--- config.mk ---
export PLATFORM = sky130hd
export DESIGN_NAME = dff_en_pipe
export DESIGN_NICKNAME = d
export VERILOG_FILES = /design/src/rtl/dff_en_pipe_pkg.sv /design/src/rtl/dff_en_stage.sv /design/src/rtl/dff_en_pipe.sv
export SDC_FILE = /design/constraint.sdc
export NUM_CORES = 1
export LEC_CHECK = 0
export ABC_AREA = 1
export BUFFER_PORTS_ARGS = -buffer_cell sky130_fd_sc_hd__buf_2
export CORE_MARGIN = 4
export CORE_UTILIZATION = 50
export DETAILED_ROUTE_END_ITERATION = 10
export GPL_ROUTABILITY_DRIVEN = 0
export PLACE_DENSITY = 0.71
export SLEW_MARGIN = 20
export SYNTH_ARGS = -nofsm -noshare
export SYNTH_HDL_FRONTEND = slang
export SYNTH_SLANG_ARGS = --single-unit
--- constraint.sdc ---
create_clock -name clk -period 3.3 [get_ports clk]
set_clock_uncertainty 0.05 [all_clocks]
set_input_delay 0.66 -clock clk [delete_from_list [all_inputs] [get_ports clk]]
set_output_delay 0.66 -clock clk [all_outputs]
set_load 0.005 [all_outputs]
--- src/rtl/dff_en_pipe_pkg.sv ---
// Shared defaults and sizing helpers for the dff_en_pipe elastic register pipeline.
package dff_en_pipe_pkg;

  localparam int DEF_WIDTH = 32;
  localparam int DEF_DEPTH = 4;

  // Occupancy must represent 0..depth inclusive.
  function automatic int cnt_width(input int depth);
    return (depth < 1) ? 1 : $clog2(depth + 1);
  endfunction

endpackage

--- src/rtl/dff_en_stage.sv ---
// One elastic pipeline stage: enable-gated data register plus its valid flop,
// with synchronous active-low reset and synchronous clear.
module dff_en_stage
  import dff_en_pipe_pkg::*;
#(
  parameter int               WIDTH     = DEF_WIDTH,
  parameter logic [WIDTH-1:0] RESET_VAL = '0
) (
  input  logic             clk,
  input  logic             rst,
  input  logic             i_clear,
  input  logic             i_load,
  input  logic             i_src_valid,
  input  logic [WIDTH-1:0] i_src_data,
  output logic             o_valid,
  output logic [WIDTH-1:0] o_data
);

  logic             r_valid;
  logic [WIDTH-1:0] r_data;

  // NOTE: sequential state uses non-blocking assignments so every stage samples
  // its predecessor's pre-edge value and words shift exactly one stage per edge.
  always_ff @(posedge clk) begin
    if (!rst || i_clear) begin
      r_valid <= 1'b0;
      r_data  <= RESET_VAL;
    end else if (i_load) begin
      r_valid <= i_src_valid;
      // Data only moves when a real word arrives, so idle stages do not toggle.
      if (i_src_valid) r_data <= i_src_data;
    end
  end

  assign o_valid = r_valid;
  assign o_data  = r_data;

endmodule

--- src/rtl/dff_en_pipe.sv ---
// Elastic register pipeline: DEPTH enabled stages with valid/ready on both ends,
// bubble collapse, synchronous flush and a registered occupancy count.
module dff_en_pipe
  import dff_en_pipe_pkg::*;
#(
  parameter  int               WIDTH     = DEF_WIDTH,
  parameter  int               DEPTH     = DEF_DEPTH,
  parameter  logic [WIDTH-1:0] RESET_VAL = '0,
  localparam int               CNT_W     = cnt_width(DEPTH)
) (
  input  logic             clk,
  input  logic             rst,
  input  logic             flush,
  input  logic             in_valid,
  output logic             in_ready,
  input  logic [WIDTH-1:0] in_data,
  output logic             out_valid,
  input  logic             out_ready,
  output logic [WIDTH-1:0] out_data,
  output logic [CNT_W-1:0] occupancy
);

  logic [DEPTH:0]   w_rdy;
  logic [DEPTH-1:0] w_v;
  logic [WIDTH-1:0] w_data [DEPTH];
  logic             w_in_xfer;
  logic             w_out_xfer;
  logic [CNT_W-1:0] r_occ;

  // NOTE: every always_comb output gets a default first, so no path leaves it
  // unassigned and no latch is inferred.
  always_comb begin
    w_rdy        = '0;
    w_rdy[DEPTH] = out_ready;
    // An empty stage is always ready, which lets bubbles collapse under a stall.
    for (int i = DEPTH - 1; i >= 0; i--) begin
      w_rdy[i] = ~w_v[i] | w_rdy[i+1];
    end
  end

  assign in_ready   = w_rdy[0] & ~flush & rst;
  assign w_in_xfer  = in_valid & in_ready;
  assign out_valid  = w_v[DEPTH-1];
  assign out_data   = w_data[DEPTH-1];
  assign w_out_xfer = out_valid & out_ready;

  for (genvar i = 0; i < DEPTH; i++) begin : g_stage
    logic             w_src_valid;
    logic [WIDTH-1:0] w_src_data;

    if (i == 0) begin : g_head
      assign w_src_valid = w_in_xfer;
      assign w_src_data  = in_data;
    end else begin : g_body
      assign w_src_valid = w_v[i-1];
      assign w_src_data  = w_data[i-1];
    end

    dff_en_stage #(
      .WIDTH     (WIDTH),
      .RESET_VAL (RESET_VAL)
    ) u_stage (
      .clk         (clk),
      .rst         (rst),
      .i_clear     (flush),
      .i_load      (w_rdy[i]),
      .i_src_valid (w_src_valid),
      .i_src_data  (w_src_data),
      .o_valid     (w_v[i]),
      .o_data      (w_data[i])
    );
  end

  // A word leaving during a flush edge still counts as delivered; the clear wins.
  always_ff @(posedge clk) begin
    if (!rst || flush) begin
      r_occ <= '0;
    end else begin
      r_occ <= r_occ + CNT_W'(w_in_xfer) - CNT_W'(w_out_xfer);
    end
  end

  assign occupancy = r_occ;

endmodule

==> run metrics <==
status complete, no violations; minimum clock period around 2.5 ns; CTS tree done; first drt pass iteration count 5; Slew @ Worst Pin approximately 0.87 ns; RSZ-0062 raised after global routing false; Post-CTS Setup Bufs 0; syn nets between 700 and 800; Fin. Hold Viols 0; Inserted Diodes 0; post-synthesis register bit count roughly 140; final net count 792; dpl ws just over 0.7 ns; Mapped Cells between 700 and 800; Net Switching approximately 850 uW; Syn. warnings 0; clock root buffer clkbuf_8; clock buffer depth 2; CP required between 2 and 3 ns; non-filler cells, final 901; hpwl dp 6.75 mm; wire per inst ~12 um; io pins 74; final setup fails 0; antenna viol nets, final 0; largest net degree at the start of global routing 97; cts bufs inserted 17; routed wire length about 11 mm; endpoint class of the critical path output port; Pleak 2.72 nW; Final Cycle Share 0.750; Fill cells 950; Critical Path Start Type flop; Arrival @ worst endpoint approximately 1.8 ns; Combinational Power Share 0.046; area of the core 10300 sq um; setup ws final 0.826 ns; die height between 100 and 150 um; Initial Utilization 0.513; Crit Path Class flop to output port; grt ovf 0; Die W around 110 um; H-tree lvl count 4; initial antenna violation count 0; Fin Setup TNS 0 ns; Max IR drop VDD 0.000366 V; Avg Synthesized Cell Area around 7.5 sq um; Core Rows 37; Net Sw Frac 0.235; worst-skew pair later-pin latency 0.51 ns; P_int between 2 and 3 mW; cts hold-fix bufs 0; Fmax achieved between 400 and 500 MHz; synthesized area approximately 5300 sq um; Max-Cap Viols 0; crit path max fanout 33; vias in the first global route around 4100; Final Max Slew Viols 0; Vias 4391; Seq/Total Area, Yosys 0.510; first-pass GRT wire length ~19 mm; Worst-path clk slew around 0.070 ns; # DRC 0; drt first-iter violations between 300 and 400; clk sink count about 140; Clock power frac 0.494; GRT Overall Usage 0.180; worst hold-check path type input pin to flop; slew margin rel. 0.417; synth-to-layout area growth 16.1%; CTS resizes 0; placed cell count 869; Flop pwr share 0.460; Port Buffers 73; Synth cell types 24; via/cell ratio a little under 5; die area about 12000 sq um; PD cells about 590 nW/um^2; proportion of layout cells with a drive suffix above 1 0.161
==> metal layers <==
layer	vias up	part of all wire	GRT usage
met5	-	0	0
met2	111	0.43	0.286
li1	2342	-	-
met1	1922	0.50	0.236
met4	0	0.015	0.0649
met3	16	0.052	0.0497
==> per-stage QoR <==
stage / cell area [sq um] / utilization / total power [mW] / hold slack (ns)
2_1_floorplan: 5300 / - / 1.83 / 0.396
3_3_place_gp: 5580 / 0.540 / 1.87 / 0.401
3_5_place_dp: 5580 / 0.540 / 1.87 / 0.415
4_1_cts: 6160 / 0.596 / 3.67 / 0.309
5_1_grt: 6160 / 0.596 / 3.77 / 0.328
6_report: 6160 / 0.596 / 3.64 / 0.329
==> synthesized netlist by cell type <==
cell type,n,share of area
buf_1,4,0.0028
o21ai_0,56,0.053
ha_1,2,0.0047
inv_1,43,0.030
nand4_1,32,0.038
o21ai_1,9,0.0085
clkbuf_1,13,0.0092
clkbuf_4,2,0.0028
clkbuf_2,2,0.0019
buf_6,9,0.019
nand3_2,2,0.0038
nor2_1,199,0.14
buf_2,21,0.020
buf_4,3,0.0042
nand2_2,1,0.0012
nand4_4,1,0.0040
nand3_1,32,0.030
inv_2,2,0.0014
nand2_1,98,0.069
dfxtp_1,135,0.51
a21oi_1,35,0.033
fa_1,1,0.0038
xnor2_1,1,0.0017
nor2_4,3,0.0064
==> worst max-delay path: stages, from the launching register on <==
cell	delay (ns)
dfxtp_1	0.35
inv_1	0.08
nor2_4	0.19
nand4_4	0.11
buf_4	0.26
inv_1	0.10
nor2_1	0.04
buf_2	0.12
==> registers in the layout, summed over array words and instances (netlist names) <==
register                 count
occupancy                    3
g_stage.u_stage.o_valid      4
g_stage.u_stage.o_data     128
==> logic make-up (layout without fill, tap and decap cells) <==
family / count (synthesis) / in the layout / synth area share
and+or+nand+nor: 368 / 368 / 0.294
DFF: 135 / 135 / 0.510
AOI/OAI and AO/OA: 100 / 100 / 0.0944
buffers and inverters: 99 / 158 / 0.0918
adders and majority gates: 3 / 3 / 0.00850
xor gates and xnor gates: 1 / 1 / 0.00165
==> cells in the final DEF, fill, tap and decap left out <==
cell	instances
nand4_4	1
dfxtp_1	134
clkinv_4	3
buf_4	8
a21oi_1	35
nand3_1	32
clkinvlp_4	2
ha_1	2
nor2_4	3
nor2_1	199
bufinv_16	1
inv_6	6
nand2_2	1
o21ai_1	9
o21ai_0	56
clkbuf_16	16
xnor2_1	1
nand2_1	98
fa_1	1
nand3_2	2
inv_2	2
buf_2	73
dfxtp_2	1
inv_1	43
nand4_1	32
inv_8	1
clkbuf_8	3
==> worst paths after layout <==
path | from | endpoint | slack, ns | cells after the start
worst max register to register | g_stage[3].u_stage.o_valid | occupancy[2] | 1.12 | 12
worst max-delay path | g_stage[3].u_stage.o_valid | in_ready | 0.83 | 7
worst min-delay path | in_data[3] | g_stage[0].u_stage.o_data[3] | 0.33 | 3
worst min register to register | occupancy[2] | occupancy[2] | 0.43 | 2
==> power by group through the flow <==
stage / combinational [mW] / sequential (mW) / clock (mW)
final: 0.168 / 1.67 / 1.80
after global routing: 0.194 / 1.67 / 1.90
after CTS: 0.169 / 1.67 / 1.83
after detailed placement: 0.168 / 1.71 / 0
after global placement: 0.164 / 1.71 / 0
after floorplan: 0.124 / 1.70 / 0
==> area by class of cell <==
| type | instances | area [sq um] | share of cell area |
|---|---|---|---|
| inverter | 45 | 169 | 0.0274 |
| timing repair buffer | 81 | 425 | 0.0691 |
| sequential | 135 | 2700 | 0.439 |
| clock inverter | 13 | 135 | 0.0220 |
| multi-input combinational | 472 | 2110 | 0.343 |
| tap | 136 | 170 | 0.0276 |
| clock buffer | 19 | 442 | 0.0717 |
Note: power is estimated with default switching activity, not from simulation.
